===== config.mk =====
export PLATFORM = sky130hd
export DESIGN_NAME = gtxe2_chnl_rx_sync_ctrl_flat
export DESIGN_NICKNAME = d
export VERILOG_FILES = /design/src/rtl/gtxe2_chnl_rx_sync_pkg.sv /design/src/rtl/gtxe2_chnl_rx_sync_ctrl_if.sv /design/src/rtl/gtxe2_chnl_rx_sync_errmon.sv /design/src/rtl/gtxe2_chnl_rx_sync_ctrl.sv /design/src/flat_wrapper.sv
export SDC_FILE = /design/constraint.sdc
export NUM_CORES = 1
export LEC_CHECK = 0
export ABC_CLOCK_PERIOD_IN_PS = 4300
export BUFFER_PORTS_ARGS = -buffer_cell sky130_fd_sc_hd__buf_2
export CAP_MARGIN = 20
export CORE_MARGIN = 2
export CORE_UTILIZATION = 50
export CTS_BUF_LIST = sky130_fd_sc_hd__clkbuf_4 sky130_fd_sc_hd__clkbuf_8
export DETAILED_ROUTE_END_ITERATION = 10
export PLACE_DENSITY = 0.69
export SYNTH_ARGS = -nofsm -noshare
export SYNTH_HDL_FRONTEND = slang
export SYNTH_HIERARCHICAL = 1
export SYNTH_SLANG_ARGS = --single-unit

===== constraint.sdc =====
create_clock -name clk -period 4.3 [get_ports clk]
set_clock_uncertainty 0.1 [all_clocks]
set_input_delay 0.43 -clock clk [delete_from_list [all_inputs] [get_ports clk]]
set_output_delay 0.43 -clock clk [all_outputs]
set_load 0.03 [all_outputs]

===== src/rtl/gtxe2_chnl_rx_sync_pkg.sv =====
// ---------------------------------------------------------------------------
// gtxe2_chnl_rx_sync_pkg
// Shared definitions for the GTXE2 RX word-sync controller.
//   sync_state_e : controller state encoding as seen on the state output
//   *_W          : counter widths used by the controller and its error monitor
// ---------------------------------------------------------------------------
package gtxe2_chnl_rx_sync_pkg;

    typedef enum logic [1:0] {
        ST_IDLE = 2'd0,
        ST_HUNT = 2'd1,
        ST_ACQ  = 2'd2,
        ST_SYNC = 2'd3
    } sync_state_e;

    localparam int COMMA_W = 4;   // consecutive aligned commas in ACQ
    localparam int ERR_W   = 3;   // weighted error count in SYNC
    localparam int GOOD_W  = 8;   // clean-word run length in SYNC
    localparam int TMO_W   = 16;  // comma-less cycles in ACQ
    localparam int LOSS_W  = 8;   // saturating sync-loss counter

endpackage


===== src/rtl/gtxe2_chnl_rx_sync_ctrl_if.sv =====
// ---------------------------------------------------------------------------
// gtxe2_chnl_rx_sync_ctrl_if
// Bundle between the comma aligner / decoder side and the word-sync controller.
//   Aligner -> controller : align_en, rxelecidle, rxcommadet, rxbyteisaligned,
//                           rxbyterealign, word_err
//   Controller -> aligner : rxcommadeten, rxpcommaalignen, rxmcommaalignen
//   Controller status     : sync_ok, sync_lost, loss_cnt, state
// master = the side that drives the aligner inputs; slave = the controller.
// ---------------------------------------------------------------------------
interface gtxe2_chnl_rx_sync_ctrl_if;
    import gtxe2_chnl_rx_sync_pkg::*;

    logic              align_en;
    logic              rxelecidle;
    logic              rxcommadet;
    logic              rxbyteisaligned;
    logic              rxbyterealign;
    logic              word_err;

    logic              rxcommadeten;
    logic              rxpcommaalignen;
    logic              rxmcommaalignen;
    logic              sync_ok;
    logic              sync_lost;
    logic [LOSS_W-1:0] loss_cnt;
    logic [1:0]        state;

    modport master (
        output align_en, rxelecidle, rxcommadet, rxbyteisaligned, rxbyterealign, word_err,
        input  rxcommadeten, rxpcommaalignen, rxmcommaalignen, sync_ok, sync_lost,
               loss_cnt, state
    );

    modport slave (
        input  align_en, rxelecidle, rxcommadet, rxbyteisaligned, rxbyterealign, word_err,
        output rxcommadeten, rxpcommaalignen, rxmcommaalignen, sync_ok, sync_lost,
               loss_cnt, state
    );
endinterface


===== src/rtl/gtxe2_chnl_rx_sync_errmon.sv =====
// ---------------------------------------------------------------------------
// gtxe2_chnl_rx_sync_errmon
// Error-rate monitor used while the link is in SYNC. Each bad word adds one to
// the error count; every GOOD_RUN consecutive clean words remove one (floor 0).
//   clk, rst     : word clock, async active-high reset
//   i_enable     : count this word (controller is in SYNC)
//   i_clear      : hold both counters at zero (controller is not in SYNC)
//   i_word_err   : decoder error on this word
//   o_limit_hit  : this word takes the error count to ERR_LIMIT
// ---------------------------------------------------------------------------
module gtxe2_chnl_rx_sync_errmon
    import gtxe2_chnl_rx_sync_pkg::*;
#(
    parameter int ERR_LIMIT = 4,
    parameter int GOOD_RUN  = 4
) (
    input  logic clk,
    input  logic rst,
    input  logic i_enable,
    input  logic i_clear,
    input  logic i_word_err,
    output logic o_limit_hit
);
    localparam logic [ERR_W-1:0]  ERR_LIMIT_C = ERR_W'(ERR_LIMIT);
    localparam logic [GOOD_W-1:0] GOOD_RUN_C  = GOOD_W'(GOOD_RUN);

    logic [ERR_W-1:0]  r_err_cnt;
    logic [GOOD_W-1:0] r_good_cnt;
    logic [ERR_W-1:0]  w_err_inc;
    logic [GOOD_W-1:0] w_good_inc;

    assign w_err_inc  = r_err_cnt + ERR_W'(1);
    assign w_good_inc = r_good_cnt + GOOD_W'(1);

    // Decided from the current word so the controller leaves SYNC on the same
    // edge that records the limiting error.
    assign o_limit_hit = i_enable && !i_clear && i_word_err && (w_err_inc == ERR_LIMIT_C);

    // NOTE: sequential state uses non-blocking assignments only, so every
    // register samples pre-edge values regardless of statement order.
    always_ff @(posedge clk or posedge rst) begin
        if (rst) begin
            r_err_cnt  <= '0;
            r_good_cnt <= '0;
        end else if (i_clear) begin
            r_err_cnt  <= '0;
            r_good_cnt <= '0;
        end else if (i_enable) begin
            if (i_word_err) begin
                r_err_cnt  <= w_err_inc;
                r_good_cnt <= '0;
            end else if (w_good_inc == GOOD_RUN_C) begin
                r_good_cnt <= '0;
                if (r_err_cnt != '0) begin
                    r_err_cnt <= r_err_cnt - ERR_W'(1);
                end
            end else begin
                r_good_cnt <= w_good_inc;
            end
        end
    end
endmodule


===== src/rtl/gtxe2_chnl_rx_sync_ctrl.sv =====
// ---------------------------------------------------------------------------
// gtxe2_chnl_rx_sync_ctrl
// Word-sync controller for the GTXE2 RX path. Hunts for an aligned comma,
// confirms COMMA_ACQ commas, then freezes the aligner and watches the error
// rate; re-hunts on too many errors or an unexpected realign.
//   clk, rst : receive word clock, async active-high reset
//   sif      : slave side of gtxe2_chnl_rx_sync_ctrl_if (aligner inputs,
//              aligner enables, sync status, loss counter, state)
// All outputs are decoded from registers (Moore, one-cycle latency).
// ---------------------------------------------------------------------------
module gtxe2_chnl_rx_sync_ctrl
    import gtxe2_chnl_rx_sync_pkg::*;
#(
    parameter int COMMA_ACQ   = 3,
    parameter int ACQ_TIMEOUT = 1023,
    parameter int ERR_LIMIT   = 4,
    parameter int GOOD_RUN    = 4,
    parameter bit PCOMMA_EN   = 1'b1,
    parameter bit MCOMMA_EN   = 1'b1
) (
    input logic                      clk,
    input logic                      rst,
    gtxe2_chnl_rx_sync_ctrl_if.slave sif
);
    localparam logic [COMMA_W-1:0] COMMA_ACQ_C = COMMA_W'(COMMA_ACQ);
    localparam logic [TMO_W-1:0]   TMO_LAST    = TMO_W'(ACQ_TIMEOUT - 1);
    localparam logic [LOSS_W-1:0]  LOSS_MAX    = '1;

    sync_state_e        r_state, w_state_nxt;
    logic [COMMA_W-1:0] r_comma_cnt, w_comma_nxt;
    logic [TMO_W-1:0]   r_tmo_cnt, w_tmo_nxt;
    logic [LOSS_W-1:0]  r_loss_cnt;
    logic               r_sync_lost;
    logic               w_in_sync, w_aligning, w_limit_hit, w_loss_evt;

    assign w_in_sync  = (r_state == ST_SYNC);
    assign w_aligning = (r_state == ST_HUNT) || (r_state == ST_ACQ);

    gtxe2_chnl_rx_sync_errmon #(
        .ERR_LIMIT (ERR_LIMIT),
        .GOOD_RUN  (GOOD_RUN)
    ) u_errmon (
        .clk         (clk),
        .rst         (rst),
        .i_enable    (w_in_sync),
        .i_clear     (!w_in_sync),
        .i_word_err  (sif.word_err),
        .o_limit_hit (w_limit_hit)
    );

    // NOTE: every signal written here gets a default first; without it a
    // path that skips an assignment would infer a latch.
    always_comb begin
        w_state_nxt = r_state;
        w_comma_nxt = r_comma_cnt;
        w_tmo_nxt   = r_tmo_cnt;

        if (sif.rxelecidle || !sif.align_en) begin
            w_state_nxt = ST_IDLE;
            w_comma_nxt = '0;
            w_tmo_nxt   = '0;
        end else begin
            case (r_state)
                ST_IDLE: begin
                    w_state_nxt = ST_HUNT;
                    w_comma_nxt = '0;
                    w_tmo_nxt   = '0;
                end
                ST_HUNT: begin
                    if (sif.rxcommadet && sif.rxbyteisaligned) begin
                        w_comma_nxt = COMMA_W'(1);
                        w_tmo_nxt   = '0;
                        // A single-comma requirement is met by the hunting comma.
                        w_state_nxt = (COMMA_ACQ_C == COMMA_W'(1)) ? ST_SYNC : ST_ACQ;
                    end
                end
                ST_ACQ: begin
                    w_tmo_nxt = r_tmo_cnt + TMO_W'(1);
                    if (sif.word_err) begin
                        w_state_nxt = ST_HUNT;
                    end else if (sif.rxbyterealign) begin
                        // Pointer moved: earlier commas no longer vouch for it.
                        w_comma_nxt = COMMA_W'(1);
                        w_tmo_nxt   = '0;
                    end else if (sif.rxcommadet) begin
                        w_comma_nxt = r_comma_cnt + COMMA_W'(1);
                        w_tmo_nxt   = '0;
                        if (w_comma_nxt == COMMA_ACQ_C) begin
                            w_state_nxt = ST_SYNC;
                        end
                    end else if (r_tmo_cnt == TMO_LAST) begin
                        w_state_nxt = ST_HUNT;
                    end
                end
                ST_SYNC: begin
                    if (sif.rxbyterealign || w_limit_hit) begin
                        w_state_nxt = ST_HUNT;
                    end
                end
                default: w_state_nxt = ST_IDLE;
            endcase
        end
    end

    // Only a SYNC->HUNT move is a loss; the idle path out of SYNC is not.
    assign w_loss_evt = w_in_sync && (w_state_nxt == ST_HUNT);

    always_ff @(posedge clk or posedge rst) begin
        if (rst) begin
            r_state     <= ST_IDLE;
            r_comma_cnt <= '0;
            r_tmo_cnt   <= '0;
            r_sync_lost <= 1'b0;
            r_loss_cnt  <= '0;
        end else begin
            r_state     <= w_state_nxt;
            r_comma_cnt <= w_comma_nxt;
            r_tmo_cnt   <= w_tmo_nxt;
            r_sync_lost <= w_loss_evt;
            if (w_loss_evt && (r_loss_cnt != LOSS_MAX)) begin
                r_loss_cnt <= r_loss_cnt + LOSS_W'(1);
            end
        end
    end

    assign sif.rxcommadeten    = (r_state != ST_IDLE);
    assign sif.rxpcommaalignen = PCOMMA_EN && w_aligning;
    assign sif.rxmcommaalignen = MCOMMA_EN && w_aligning;
    assign sif.sync_ok         = w_in_sync;
    assign sif.sync_lost       = r_sync_lost;
    assign sif.loss_cnt        = r_loss_cnt;
    assign sif.state           = r_state;
endmodule

===== src/flat_wrapper.sv =====
// flat-port wrapper written by rule: the top's interface ports become plain ports
module gtxe2_chnl_rx_sync_ctrl_flat import gtxe2_chnl_rx_sync_pkg::*;
#(
    parameter int COMMA_ACQ   = 3,
    parameter int ACQ_TIMEOUT = 1023,
    parameter int ERR_LIMIT   = 4,
    parameter int GOOD_RUN    = 4,
    parameter bit PCOMMA_EN   = 1'b1,
    parameter bit MCOMMA_EN   = 1'b1
)
  (clk, rst, sif_align_en, sif_rxelecidle, sif_rxcommadet, sif_rxbyteisaligned, sif_rxbyterealign, sif_word_err, sif_rxcommadeten, sif_rxpcommaalignen, sif_rxmcommaalignen, sif_sync_ok, sif_sync_lost, sif_loss_cnt, sif_state);
  gtxe2_chnl_rx_sync_ctrl_if sif_i ();
  input logic clk;
  input logic rst;
  input wire logic [$bits(sif_i.align_en)-1:0] sif_align_en;
  input wire logic [$bits(sif_i.rxelecidle)-1:0] sif_rxelecidle;
  input wire logic [$bits(sif_i.rxcommadet)-1:0] sif_rxcommadet;
  input wire logic [$bits(sif_i.rxbyteisaligned)-1:0] sif_rxbyteisaligned;
  input wire logic [$bits(sif_i.rxbyterealign)-1:0] sif_rxbyterealign;
  input wire logic [$bits(sif_i.word_err)-1:0] sif_word_err;
  output wire logic [$bits(sif_i.rxcommadeten)-1:0] sif_rxcommadeten;
  output wire logic [$bits(sif_i.rxpcommaalignen)-1:0] sif_rxpcommaalignen;
  output wire logic [$bits(sif_i.rxmcommaalignen)-1:0] sif_rxmcommaalignen;
  output wire logic [$bits(sif_i.sync_ok)-1:0] sif_sync_ok;
  output wire logic [$bits(sif_i.sync_lost)-1:0] sif_sync_lost;
  output wire logic [$bits(sif_i.loss_cnt)-1:0] sif_loss_cnt;
  output wire logic [$bits(sif_i.state)-1:0] sif_state;
  assign sif_i.align_en = sif_align_en;
  assign sif_i.rxelecidle = sif_rxelecidle;
  assign sif_i.rxcommadet = sif_rxcommadet;
  assign sif_i.rxbyteisaligned = sif_rxbyteisaligned;
  assign sif_i.rxbyterealign = sif_rxbyterealign;
  assign sif_i.word_err = sif_word_err;
  assign sif_rxcommadeten = sif_i.rxcommadeten;
  assign sif_rxpcommaalignen = sif_i.rxpcommaalignen;
  assign sif_rxmcommaalignen = sif_i.rxmcommaalignen;
  assign sif_sync_ok = sif_i.sync_ok;
  assign sif_sync_lost = sif_i.sync_lost;
  assign sif_loss_cnt = sif_i.loss_cnt;
  assign sif_state = sif_i.state;
  gtxe2_chnl_rx_sync_ctrl #(.COMMA_ACQ(COMMA_ACQ), .ACQ_TIMEOUT(ACQ_TIMEOUT), .ERR_LIMIT(ERR_LIMIT), .GOOD_RUN(GOOD_RUN), .PCOMMA_EN(PCOMMA_EN), .MCOMMA_EN(MCOMMA_EN)) u_core (.clk(clk), .rst(rst), .sif(sif_i));
endmodule

# Yosys cells after proc, flatten, opt, wreduce, memory -nomap -nowiden
# Index checks and enable logic that the tools add are counted.
# op_classes
n_reduce_logical	16
addsub	6
n_eq_ne	14
mux	28
# op_table
operator	n
16-bit two-way mux	5
16-bit one-hot mux with 3 select lines	1
8-bit two-way mux	3
4-bit two-way mux	5
16-bit by 1-bit adder with 16-bit output, second input constant	1
8-bit by 1-bit adder with 8-bit output, second input constant	2
16-bit by 10-bit equality test with 1-bit output, second input constant	1
2-bit two-way mux	8
3-bit two-way mux	4
3-bit != test, second input constant	4
4-bit one-hot mux with 3 select lines	1
8-bit by 3-bit equality test with 1-bit output, second input constant	1
8-bit != test, second input constant	1
2-bit one-hot mux with 4 select lines	1
1-bit logical AND	5
4-bit by 1-bit adder with 4-bit output, second input constant	1
2-bit by 1-bit equality test with 1-bit output, second input constant	2
2-bit equality test, second input constant	2
4-bit by 2-bit equality test with 1-bit output, second input constant	1
4-bit != test, second input constant	1
2-bit AND reduction	2
4-bit AND reduction	1
4-bit nonzero test	1
3-bit by 1-bit adder with 3-bit output, second input constant	1
other kinds (7)	9
# word_totals
inputBits	8
output_inout_bits	15
reg_bits	42
word_cells	71

# Logic depth before layout (Yosys ltp)
# Gate-level depths: netlist of run 1.
# logic_depth
depth_word	11
mapped_depth	11
ltp_nobuf	10

# By module
# Netlist of run 1, hierarchy kept.
# by_module_without_submodules
mod	seq_area_each_um2	area_per_inst_um2	n_inst	cells_per_inst
gtxe2_chnl_rx_sync_ctrl	775.7	1809.2	1	192
gtxe2_chnl_rx_sync_errmon	275.3	793.3	1	95

# Worst setup path after synthesis of run 1
# OpenSTA, ideal clock, no wires.
# synth_path
path_kind	reg-to-reg
start	register u_core.r_state[1] (netlist: u_core/sif.state[1])
end	register u_core.r_loss_cnt[1] (netlist: u_core/sif.loss_cnt[1])
path_slack_ns	1.409
period_less_slack_ns	2.891
required_ns	4.075
setup_ns	0.125
arrival_ns	2.666
path_stages_with_launch	12
path_buffers	1
cell_sequence	dfrtp_1 -> ha_1 -> inv_1 -> clkbuf_1 -> nand4b_1 -> nor2_1 -> nor2_1 -> a21oi_1 -> o21ai_0 -> nand3_1 -> nand3_2 -> mux2_4
# synth_via
elab_chain_cells	10
elab_cells_between_ends	19
cone_classes	eq/ne (4); mux (9); reduce/logical (6)
# synth_rtl
item	line_no	rtl
start, declared	gtxe2_chnl_rx_sync_ctrl.sv:29	sync_state_e r_state, w_state_nxt;
start signal, assigned	gtxe2_chnl_rx_sync_ctrl.sv:116	r_state <= w_state_nxt;
2-bit equality test	gtxe2_chnl_rx_sync_ctrl.sv:36	assign w_in_sync = (r_state == ST_SYNC);
net sif_sync_ok	flat_wrapper.sv:24	output wire logic [$bits(sif_i.sync_ok)-1:0] sif_sync_ok;
1-bit logical AND (2 in a row)	gtxe2_chnl_rx_sync_errmon.sv:37	assign o_limit_hit = i_enable && !i_clear && i_word_err && (w_err_inc == ERR_LIMIT_C);
net u_core.w_limit_hit	gtxe2_chnl_rx_sync_ctrl.sv:34	logic w_in_sync, w_aligning, w_limit_hit, w_loss_evt;
1-bit logical OR	gtxe2_chnl_rx_sync_ctrl.sv:96	if (sif.rxbyterealign || w_limit_hit) begin
2-bit two-way mux	gtxe2_chnl_rx_sync_ctrl.sv:96	
2-bit one-hot mux with 4 select lines	gtxe2_chnl_rx_sync_ctrl.sv:63	case (r_state)
2-bit two-way mux	gtxe2_chnl_rx_sync_ctrl.sv:58	if (sif.rxelecidle || !sif.align_en) begin
2-bit by 1-bit equality test with 1-bit output	gtxe2_chnl_rx_sync_ctrl.sv:106	assign w_loss_evt = w_in_sync && (w_state_nxt == ST_HUNT);
1-bit logical AND	gtxe2_chnl_rx_sync_ctrl.sv:106	
1-bit logical AND	gtxe2_chnl_rx_sync_ctrl.sv:120	if (w_loss_evt && (r_loss_cnt != LOSS_MAX)) begin
end signal, assigned	gtxe2_chnl_rx_sync_ctrl.sv:121	r_loss_cnt <= r_loss_cnt + LOSS_W'(1);
end, declared	gtxe2_chnl_rx_sync_ctrl.sv:32	logic [LOSS_W-1:0] r_loss_cnt;
# The timed path passes the listed nets, and every way through them passes these cells.
# A chain may end at the register's enable or synchronous reset.

# Worst setup path in the final report of run 1
# layout_path
start	register u_core.r_state[1] (netlist: u_core/sif.state[1])
end	register u_core.r_loss_cnt[1] (netlist: u_core/sif.loss_cnt[1])
# layout_via
elab_chain_cells	10
elab_cells_between_ends	19
cone_classes	eq/ne (4); mux (9); reduce/logical (6)
# layout_rtl
item	line_no
2-bit equality test	gtxe2_chnl_rx_sync_ctrl.sv:36
1-bit logical AND (2 in a row)	gtxe2_chnl_rx_sync_errmon.sv:37
net u_core.w_limit_hit	gtxe2_chnl_rx_sync_ctrl.sv:34
1-bit logical OR	gtxe2_chnl_rx_sync_ctrl.sv:96
2-bit two-way mux	gtxe2_chnl_rx_sync_ctrl.sv:96
2-bit one-hot mux with 4 select lines	gtxe2_chnl_rx_sync_ctrl.sv:63
2-bit two-way mux	gtxe2_chnl_rx_sync_ctrl.sv:58
2-bit by 1-bit equality test with 1-bit output	gtxe2_chnl_rx_sync_ctrl.sv:106
1-bit logical AND	gtxe2_chnl_rx_sync_ctrl.sv:106
1-bit logical AND	gtxe2_chnl_rx_sync_ctrl.sv:120
# The timed path passes the listed nets, and every way through them passes these cells.

==> flow_summary_export.csv, run 1 <==
group,metric,value,unit
critical_path,ff2ff_setup_slack,1320,ps
synth,syn_area,2600,sq um
global_route,grt_pass1_vias,2014,
detailed_routing,drc_errors,0,
power,total_leakage_power,1.35,nW
power,p_int,0.000579,W
clock_network,cts_made_buffers,5,
global_route,grt_util_met1,27.4,%
critical_path,timing.critical_path.arrival,3070,ps
placement,place_congestion,0.817,
synth,flops_latches_synth,42,
synth,yosys.area_share.xor_xnor,4.71,%
timing,final-setup-viol-count,0,
finish,antenna_cells_inserted,0,
critical_path,worst-path-max-fanout,19,
timing,maxClockFrequency,0.336,GHz
detailed_routing,finalWirelength,5320,um
critical_path,endpoint_kind,"register",
power,clockPowerShare,42.3,%
clock_network,max-clock-path-buffers,2,
floorplanning,placementRows,26,
finish,fillers,455,
power,power.density_cell_area,261,nW/um^2
synth,yosys-mux-area-fraction,2.36,%
detailed_routing,detailedRoute.firstPassIterationCount,4,
power,share_comb_of_total_power,5.1,%
clock_network,postCtsSetupBuffers,0,
global_route,use_met3,4.74,%
finish,layout_commonest_cell,"sky130_fd_sc_hd__dfrtp_1",
synth,async_reset_ff_share,100,%
synth,postSynthCellCount,287,
synth,mappedNetlistNets,310,
worst_hold_path,min_path_type,"in2async",
finish,fraction_of_final_layout_cells_with_drive_strength_greater_than_1,13.2,%
run_status,status,"completed",
detailed_routing,dr.first_iter.drc_count,145,
clock_network,clockRootBuffer,"sky130_fd_sc_hd__clkbuf_8",
finish,area_growth,10.9,%
timing,fin_crit_sh,69.3,%
floorplanning,standard_cell_core_area,5070,sq um
critical_path,wp_data_required,4390,ps
detailed_routing,vias,2119,
floorplanning,die-height,76.1,um
power,seqPwrFrac,52.6,%
global_route,grt_remaining_overflow,0,
finish,final_cell_mix,"sky130_fd_sc_hd__dfrtp_1, sky130_fd_sc_hd__nor2_1, sky130_fd_sc_hd__nand2_1, sky130_fd_sc_hd__buf_2, sky130_fd_sc_hd__o21ai_0",
synth,synth_simple_gate_area_share,27.0,%
global_route,first_pass_grt_wire_length,9320,um
clock_network,cts_hold_buf,0,
clock_network,path_clk_slew,90,ps
detailed_routing,drt-vias-per-instance,5.58,
global_route,top_usage_layer,"met2",
floorplanning,floorplan.initialDensity,51.3,%
critical_path,crit_path_start_kind,"register",
timing,slew_margin_rel,50.8,%
detailed_routing,antenna_violating_nets_post_route,0,
synth,synth-seq-area-share,40.4,%
power,report.power.total,0.000754,W
synth,ys.flop_type,"sky130_fd_sc_hd__dfrtp_1",
floorplanning,design.portCount,23,
synth,yosys.area_share.adder,7.21,%
critical_path,timing_worst_setup_path_type,"reg2reg",
timing,min_period,2980,ps
floorplanning,die_area,5800,sq um
clock_network,post_cts_resize_count,0,
run,max_cap_violations,0,
timing,slew_at_the_pin_closest_to_its_max_slew_limit,735,ps
power,total_switching_power,0.000175,W
floorplanning,floorplan.die.width,76.1,um
synth,synthesis.yosys.warnings,6,
global_route,grt_max_degree,32,
global_route,gr-usage-met2,30.9,%
timing,grt_setup_unrepaired,"no",
clock_network,clock_tree_from_tritoncts,"built",
finish,stdcell_area,2890,sq um
power,sw_frac_of_total,23.2,%
clock_network,clock_latency,290,ps
global_route,grt_antenna_before_repair,0,
power,ir_worst_vdd,0.185,mV
synth,synth_top_family_by_area,"simple AND/OR/NAND/NOR gates",
timing,fin_hold_viols,0,
synth,synth-compound-area-share,14.9,%
clock_network,cts_htree_levels,2,
placement,dpl_cell_area,2770,sq um
global_route,track_usage,19.7,%
detailed_routing,wire_per_inst,14.0,um
timing,max_slew_violation_count,0,
clock_network,clock_sink_count,42,
synth,number_of_synthesized_flops_with_an_enable_pin,0,
synth,postSynthAreaPerCell,9.07,sq um
placement,detailed_place_hpwl,3950,um
placement,place.port_buffers,22,
timing,fin_tns_setup,0,ps
finish,final_nets,332,
synth,netlist_cell_types,53,
## metrics by stage
| step | util [%] | cells | hold WS [ps] | worst slack (ps) |
|---|---|---|---|---|
| finish | 56.9 | 380 | 38.2 | 1320 |
| global route | 56.9 | 380 | 61.5 | 1050 |
| CTS | 56.9 | 380 | 39.9 | 1320 |
| detailed placement | 54.7 | 372 | 361 | 1330 |
| global placement | 54.7 | 372 | 352 | 1440 |
| floorplan | - | 287 | 182 | 1410 |
## final timing paths
check,startpoint,cells after the start,end
setup / recovery,u_core/sif.state[1],10,u_core/sif.loss_cnt[1]
hold / removal,rst,2,u_core/u_errmon/r_good_cnt[7]
setup reg to reg,u_core/sif.state[1],10,u_core/sif.loss_cnt[1]
hold reg to reg,u_core/sif.loss_cnt[5],1,u_core/sif.loss_cnt[5]
max in group asynchronous,rst,3,u_core/r_comma_cnt[1]
min in group clk,sif_align_en,3,u_core/sif.state[0]
## routing by layer
metal / vias up / wire, um / share of wire (%)
li1: 1066 / - / -
met1: 1008 / 2620 / 49
met2: 41 / 2420 / 46
met3: 4 / 220 / 4.1
met4: 0 / 55 / 1.0
met5: - / 0 / 0
## cell families (layout without fill, tap and decap cells)
family | count (synthesis) | count (layout)
buffers and inverters | 23 | 46
multiplexers | 5 | 5
XOR/XNOR | 14 | 14
flip-flops | 42 | 42
AO/OA/AOI/OAI | 57 | 57
AND/OR/NAND/NOR | 131 | 131
adder cells (fa/ha/maj) | 15 | 15
## synth_stat cells (7+ instances only)
library cell / instances / area [sq um]
sky130_fd_sc_hd__a21oi_1: 12 / 60.1
sky130_fd_sc_hd__and3_1: 11 / 68.8
sky130_fd_sc_hd__clkbuf_1: 7 / 26.3
sky130_fd_sc_hd__dfrtp_1: 42 / 1050
sky130_fd_sc_hd__ha_1: 15 / 188
sky130_fd_sc_hd__inv_1: 15 / 56.3
sky130_fd_sc_hd__nand2_1: 25 / 93.8
sky130_fd_sc_hd__nand3_1: 11 / 55.1
sky130_fd_sc_hd__nand4_1: 11 / 68.8
sky130_fd_sc_hd__nor2_1: 36 / 135
sky130_fd_sc_hd__o21ai_0: 17 / 85.1
sky130_fd_sc_hd__xnor2_1: 8 / 70.1
## sequential cells by signal (all words and copies together) (netlist names)
signal,cells
u_core/r_comma_cnt,4
u_core/r_tmo_cnt,16
u_core/sif.state,2
u_core/sif.sync_lost,1
u_core/sif.loss_cnt,8
u_core/u_errmon/r_err_cnt,3
u_core/u_errmon/r_good_cnt,8
## power by group through the flow
stage / sequential, W / combinational (W) / clock [W]
after floorplan: 0.000405 / 0.0000244 / 0
after global placement: 0.000404 / 0.0000387 / 0
after detailed placement: 0.000404 / 0.0000388 / 0
after CTS: 0.000396 / 0.0000389 / 0.000327
after global routing: 0.000397 / 0.0000431 / 0.000346
final: 0.000396 / 0.0000386 / 0.000319
## cell type report
class	count	area, sq um	share of cell area (%)
Clock buffer	5	68.8	2.38
Clock inverter	3	43.8	1.52
Inverter	15	56.3	1.95
Multi-Input combinational cell	222	1460	50.6
Sequential cell	42	1050	36.4
Tap cell	70	87.6	3.03
Timing Repair Buffer	23	118	4.07
## worst max-delay path, stage by stage (launching register included)
cell and delay [ps]:
sky130_fd_sc_hd__dfrtp_1 450, sky130_fd_sc_hd__ha_1 570, sky130_fd_sc_hd__inv_1 340, sky130_fd_sc_hd__nand4b_1 260, sky130_fd_sc_hd__nor2_1 120, sky130_fd_sc_hd__nor2_1 40, sky130_fd_sc_hd__a21oi_1 130, sky130_fd_sc_hd__o21ai_0 90
sky130_fd_sc_hd__nand3_1 290, sky130_fd_sc_hd__nand3_2 170, sky130_fd_sc_hd__mux2_4 320
No activity file was read; power rests on OpenSTA's default activity.
==> run 2: changes to the inputs <==
--- a/config.mk
+++ b/config.mk
@@ -5,7 +5,7 @@
 export SDC_FILE = /design/constraint.sdc
 export NUM_CORES = 1
 export LEC_CHECK = 0
-export ABC_CLOCK_PERIOD_IN_PS = 4300
+export ABC_CLOCK_PERIOD_IN_PS = 2910
 export BUFFER_PORTS_ARGS = -buffer_cell sky130_fd_sc_hd__buf_2
 export CAP_MARGIN = 20
 export CORE_MARGIN = 2
==> constraint.sdc (replaced) <==
create_clock -name clk -period 2.91 [get_ports clk]
set_clock_uncertainty 0.1 [all_clocks]
set_input_delay 0.291 -clock clk [delete_from_list [all_inputs] [get_ports clk]]
set_output_delay 0.291 -clock clk [all_outputs]
set_load 0.03 [all_outputs]
==> run 2 against run 1 <==
Count of clock-buffer cells in the layout unchanged. Sequential power is 48% higher. Wire length is 0.73% higher. Via count rose by 0.71%. Combinational power rose by 53%. Sequential share of layout area is 0.80 points lower. Utilization increased by 1.3 points. Design area grew 2.3%. Largest power group unchanged. Critical path depth fell by 2. Register-to-register slack worse by 850 ps.
==> flow_summary_export.csv, run 2 (same netlist as run 1, synthesis figures left out) <==
group,metric,value,unit
power,power.density_cell_area,407,nW/um^2
finish,area_growth,13.4,%
finish,final_nets,337,
power,total_leakage_power,1.38,nW
timing,grt_setup_unrepaired,"no",
timing,max_slew_violation_count,0,
timing,fin_hold_viols,0,
global_route,grt_pass1_vias,2044,
run,max_cap_violations,0,
critical_path,worst-path-max-fanout,11,
floorplanning,floorplan.initialDensity,51.3,%
critical_path,cpPeakStageDelay,580,ps
clock_network,cts_made_buffers,5,
timing,fin_tns_setup,0,ps
detailed_routing,drt-vias-per-instance,5.54,
finish,largest_reg_flops,16,
clock_network,clockRootBuffer,"sky130_fd_sc_hd__clkbuf_8",
placement,detailed_place_hpwl,3900,um
timing,slew_at_the_pin_closest_to_its_max_slew_limit,720,ps
floorplanning,standard_cell_core_area,5070,sq um
worst_hold_path,min_path_type,"in2reg",
critical_path,critical_path.cell_chain,"inv_1 -> ha_1 -> nor2_1 -> nor2_1 -> nor2_1 -> nor2_1 -> o21ai_0 -> a22o_1",
placement,place_congestion,0.828,
run_status,status,"completed",
floorplanning,design.portCount,23,
clock_network,path_clk_slew,90,ps
floorplanning,placementRows,26,
timing,final-setup-viol-count,0,
critical_path,critPathMostFrequentCell,"sky130_fd_sc_hd__nor2_1",
finish,fraction_of_final_layout_cells_with_drive_strength_greater_than_1,14.3,%
clock_network,cts_htree_levels,2,
finish,layout_commonest_cell,"sky130_fd_sc_hd__dfrtp_1",
worst_hold_path,hold_path_depth,3,
placement,place.port_buffers,22,
clock_network,clock_latency,300,ps
timing,maxClockFrequency,0.409,GHz
critical_path,cp_top_delay_family,"simple AND/OR/NAND/NOR gates",
clock_network,postCtsSetupBuffers,0,
critical_path,rr_worst_depth,8,
critical_path,path_buf_inv,1,
detailed_routing,antenna_violating_nets_post_route,0,
floorplanning,die-height,76.1,um
global_route,track_usage,20.2,%
worst_hold_path,min_to,"u_core/sif.state[0]",
floorplanning,floorplan.die.width,76.1,um
timing,min_period,2440,ps
global_route,first_pass_grt_wire_length,9620,um
power,ir_worst_vdd,0.287,mV
finish,max_flop_register,"u_core/r_tmo_cnt",
detailed_routing,detailedRoute.firstPassIterationCount,5,
finish,antenna_cells_inserted,0,
critical_path,timing_worst_setup_path_type,"reg2reg",
finish,final_cell_mix,"sky130_fd_sc_hd__dfrtp_1, sky130_fd_sc_hd__nor2_1, sky130_fd_sc_hd__nand2_1, sky130_fd_sc_hd__buf_2, sky130_fd_sc_hd__o21ai_0",
detailed_routing,drc_errors,0,
worst_hold_path,hold_start,"sif_align_en",
detailed_routing,dr.first_iter.drc_count,133,
critical_path,worst_r2r_endpoint,"u_core/r_comma_cnt[2]",
clock_network,clock_tree_from_tritoncts,"built",
clock_network,max-clock-path-buffers,2,
timing,fin_hold_ws,238,ps
timing,fin_crit_sh,84.0,%
floorplanning,die_area,5800,sq um
clock_network,clock_sink_count,42,
critical_path,ff2ff_setup_slack,470,ps
critical_path,critPathSlowestCell,"sky130_fd_sc_hd__nor2_1",
critical_path,endpoint_kind,"register",
global_route,grt_remaining_overflow,0,
global_route,grt_max_degree,32,
detailed_routing,vias,2134,
critical_path,timing.critical_path.arrival,2530,ps
finish,fillers,488,
critical_path,crit_path_start_kind,"register",
critical_path,wp_data_required,3000,ps
critical_path,r2r-start,"u_core/sif.state[1]",
timing,slew_margin_rel,51.8,%
detailed_routing,wire_per_inst,13.9,um
detailed_routing,finalWirelength,5360,um
critical_path,critPathLaunch,"u_core/sif.state[1]",
global_route,grt_antenna_before_repair,0,
## run 2: cell types whose count changed in the layout (fill, tap and decap cells not counted), sizes merged
cell	change
inv	-1
bufinv	+1
dlygate4sd3	+1
buf	+4
## run 2: layer usage
metal	wire length (um)	global-route usage, %	up-vias
met5	0	0	-
met4	55	6.91	0
met3	180	3.91	4
met2	2440	31.7	40
met1	2680	28.1	1013
li1	-	-	1077
## run 2: through the flow
stage	instances	area, sq um	setup slack (ps)	total power, W	util (%)
finish	385	2950	466	0.00120	58.2
global route	385	2950	154	0.00125	58.2
CTS	385	2950	449	0.00121	58.2
detailed placement	376	2800	472	0.000656	55.3
global placement	376	2800	572	0.000656	55.3
floorplan	287	2600	18.7	0.000635	-
## run 2: tightest hold or removal path: stages
cell	delay, ps
sky130_fd_sc_hd__buf_2	100
sky130_fd_sc_hd__nand2b_1	140
sky130_fd_sc_hd__a21oi_1	70
## run 2: how the worst max path moves through the flow
| stage | end | slack, ps | cells after the start |
|---|---|---|---|
| final | u_core/r_comma_cnt[2] | 470 | 8 |
| after detailed placement | u_core/r_comma_cnt[2] | 470 | 8 |
| after CTS | u_core/r_comma_cnt[2] | 450 | 8 |
| after floorplan | u_core/sif.loss_cnt[1] | 20 | 11 |
| after global routing | u_core/r_comma_cnt[2] | 150 | 8 |
| after global placement | u_core/r_comma_cnt[2] | 570 | 8 |
## run 2: report_power, final
part	switching [W]	internal [W]
registers	0.00000163	0.000584
clock network	0.000212	0.000344
logic	0.0000429	0.0000161
## run 2: cell type report
| type | instances | area, sq um | area share [%] |
|---|---|---|---|
| Tap cell | 70 | 87.6 | 2.97 |
| Sequential cell | 42 | 1050 | 35.6 |
| Multi-Input combinational cell | 222 | 1460 | 49.5 |
| Clock inverter | 3 | 68.8 | 2.33 |
| Inverter | 15 | 56.3 | 1.91 |
| Clock buffer | 5 | 68.8 | 2.33 |
| Timing Repair Buffer | 28 | 158 | 5.34 |
## run 2: repair_timing
action,in CTS,in global routing
hold buffers,1,0
gates resized for setup,0,0
hold endpoints to repair,42,0
==> run 3: changes to the inputs <==
--- a/config.mk
+++ b/config.mk
@@ -5,7 +5,7 @@
 export SDC_FILE = /design/constraint.sdc
 export NUM_CORES = 1
 export LEC_CHECK = 0
-export ABC_CLOCK_PERIOD_IN_PS = 2910
+export ABC_CLOCK_PERIOD_IN_PS = 2450
 export BUFFER_PORTS_ARGS = -buffer_cell sky130_fd_sc_hd__buf_2
 export CAP_MARGIN = 20
 export CORE_MARGIN = 2
==> constraint.sdc (replaced) <==
create_clock -name clk -period 2.45 [get_ports clk]
set_clock_uncertainty 0.1 [all_clocks]
set_input_delay 0.245 -clock clk [delete_from_list [all_inputs] [get_ports clk]]
set_output_delay 0.245 -clock clk [all_outputs]
set_load 0.03 [all_outputs]
==> run 3 against run 2 <==
Clock power grew 3%. Sequential share of layout area shrank 0.60 points. Worst setup slack lost 290 ps. Critical endpoint is now u_core/r_tmo_cnt[14]. Largest cell class unchanged.
==> flow_summary_export.csv, run 3 (same netlist as run 1, synthesis figures left out) <==
group,metric,value,unit
critical_path,r2r-start,"u_core/sif.state[1]",
critical_path,path_buf_inv,1,
finish,area_growth,15.6,%
critical_path,worst_r2r_endpoint,"u_core/r_tmo_cnt[14]",
clock_network,clock_latency,290,ps
detailed_routing,wire_per_inst,13.6,um
global_route,grt_util_met1,25.9,%
worst_hold_path,hold_path_depth,3,
run,max_cap_violations,0,
timing,fin_hold_viols,0,
floorplanning,design.portCount,23,
clock_network,cts_htree_levels,2,
worst_hold_path,hold_start,"sif_align_en",
timing,final-setup-viol-count,0,
global_route,grt_remaining_overflow,0,
critical_path,timing.critical_path.arrival,2380,ps
worst_hold_path,min_to,"u_core/sif.state[0]",
global_route,use_met3,2.61,%
critical_path,ff2ff_setup_slack,170,ps
floorplanning,die-height,76.1,um
timing,fin_hold_ws,218,ps
clock_network,clockRootBuffer,"sky130_fd_sc_hd__clkbuf_8",
critical_path,worst-path-max-fanout,5,
critical_path,wp_data_required,2550,ps
run_status,status,"completed",
detailed_routing,antenna_violating_nets_post_route,0,
clock_network,cts_made_buffers,5,
worst_hold_path,min_path_type,"in2reg",
finish,fraction_of_final_layout_cells_with_drive_strength_greater_than_1,17.3,%
finish,multiInputGateArea,1470,sq um
timing,fin_crit_sh,93.0,%
placement,place.port_buffers,22,
finish,final-seq-area,1050,sq um
timing,slew_margin_rel,63.4,%
global_route,first_pass_grt_wire_length,9330,um
global_route,track_usage,19.4,%
finish,largest_reg_flops,16,
floorplanning,standard_cell_core_area,5070,sq um
clock_network,clock_tree_from_tritoncts,"built",
detailed_routing,detailedRoute.firstPassIterationCount,4,
detailed_routing,drt-vias-per-instance,5.51,
global_route,grt_max_degree,32,
timing,maxClockFrequency,0.439,GHz
floorplanning,placementRows,26,
timing,max_slew_violation_count,0,
clock_network,path_clk_slew,90,ps
critical_path,critPathSlowestCell,"sky130_fd_sc_hd__dfrtp_2",
finish,fillers,454,
placement,place_congestion,0.827,
global_route,grt_antenna_before_repair,0,
timing,slew_at_the_pin_closest_to_its_max_slew_limit,546,ps
placement,setup_slack_placement,217,ps
critical_path,crit_path_start_kind,"register",
critical_path,timing_worst_setup_path_type,"reg2reg",
detailed_routing,drc_errors,0,
critical_path,cp_top_delay_family,"simple AND/OR/NAND/NOR gates",
placement,detailed_place_hpwl,3970,um
clock_network,clock_sink_count,42,
power,ir_worst_vdd,0.395,mV
power,power.density_cell_area,445,nW/um^2
finish,final_cell_mix,"sky130_fd_sc_hd__dfrtp_1, sky130_fd_sc_hd__nor2_1, sky130_fd_sc_hd__nand2_1, sky130_fd_sc_hd__buf_2, sky130_fd_sc_hd__o21ai_0",
floorplanning,floorplan.die.width,76.1,um
floorplanning,floorplan.initialDensity,51.3,%
detailed_routing,dr.first_iter.drc_count,142,
finish,final_nets,345,
critical_path,endpoint_kind,"register",
clock_network,max-clock-path-buffers,2,
detailed_routing,finalWirelength,5350,um
clock_network,post_cts_resize_count,0,
finish,layout_commonest_cell,"sky130_fd_sc_hd__dfrtp_1",
finish,antenna_cells_inserted,0,
floorplanning,die_area,5800,sq um
global_route,gr-usage-met2,32.9,%
global_route,top_usage_layer,"met2",
detailed_routing,vias,2166,
critical_path,rr_worst_depth,8,
global_route,grt_pass1_vias,2065,
critical_path,cpPeakStageDelay,460,ps
power,total_leakage_power,1.41,nW
finish,max_flop_register,"u_core/r_tmo_cnt",
timing,setup_slack,172,ps
timing,min_period,2280,ps
critical_path,critical_path.cell_chain,"inv_1 -> ha_1 -> a21boi_1 -> nor2_1 -> nor2_1 -> or3_1 -> or3_1 -> a21oi_1",
-- run 3: changes by cell type in the layout (fill, tap and decap cells not counted), sizes merged --
cell | before | now
bufinv | 2 | 1
clkbuf | 5 | 7
clkinv | 1 | 0
buf | 27 | 35
-- run 3: layer usage --
layer	part of all wire, %	routed length [um]
met3	2.7	145
met2	47	2530
met1	50	2660
met5	0	0
met4	0.28	15
-- run 3: area by class of cell --
cell class	instances	share of cell area, %
clock buffer	7	2.99
clock inverter	1	0.998
inverter	15	1.87
multi-input combinational	222	49.0
sequential	42	35.0
tap	70	2.91
timing repair buffer	36	7.23
-- run 3: worst register-to-register path, cell delays in order (launching register included) --
cell	delay (ps)
sky130_fd_sc_hd__dfrtp_2	460
sky130_fd_sc_hd__inv_1	100
sky130_fd_sc_hd__ha_1	230
sky130_fd_sc_hd__a21boi_1	180
sky130_fd_sc_hd__nor2_1	120
sky130_fd_sc_hd__nor2_1	60
sky130_fd_sc_hd__or3_1	440
sky130_fd_sc_hd__or3_1	370
sky130_fd_sc_hd__a21oi_1	140
-- run 3: worst max-delay path by stage --
| stage | depth (start not counted) | end | slack [ps] | start |
|---|---|---|---|---|
| global route | 8 | u_core/r_tmo_cnt[14] | -3 | u_core/sif.state[1] |
| floorplan | 8 | u_core/r_tmo_cnt[14] | 30 | u_core/sif.state[1] |
| finish | 8 | u_core/r_tmo_cnt[14] | 170 | u_core/sif.state[1] |
| CTS | 8 | u_core/r_tmo_cnt[14] | 170 | u_core/sif.state[1] |
| global placement | 8 | u_core/r_tmo_cnt[14] | 240 | u_core/sif.state[1] |
| detailed placement | 8 | u_core/r_tmo_cnt[14] | 220 | u_core/sif.state[1] |
-- run 3: repair_timing --
action	4_1_cts	5_1_grt
hold buffers	1	0
endpoints found under the setup margin	0	1
setup buffers	0	1
hold endpoints to repair	42	0
-- run 3: report_power, final --
group | internal, W | switching (W) | total, W
Clock | 0.000343 | 0.000225 | 0.000569
Sequential | 0.000694 | 0.00000271 | 0.000697
Combinational | 0.0000220 | 0.0000523 | 0.0000743
Total | 0.00106 | 0.000280 | 0.00134
-- run 3: per-stage QoR --
step / cells / power [W] / setup TNS, ps / util (%) / area [sq um]
3_3_place_gp: 383 / 0.000783 / 0 / 56.6 / 2870
2_1_floorplan: 287 / 0.000755 / 0 / - / 2620
5_1_grt: 393 / 0.00140 / -3.35 / 59.3 / 3010
6_report: 393 / 0.00134 / 0 / 59.3 / 3010
4_1_cts: 392 / 0.00136 / 0 / 59.1 / 3000
3_5_place_dp: 383 / 0.000784 / 0 / 56.6 / 2870
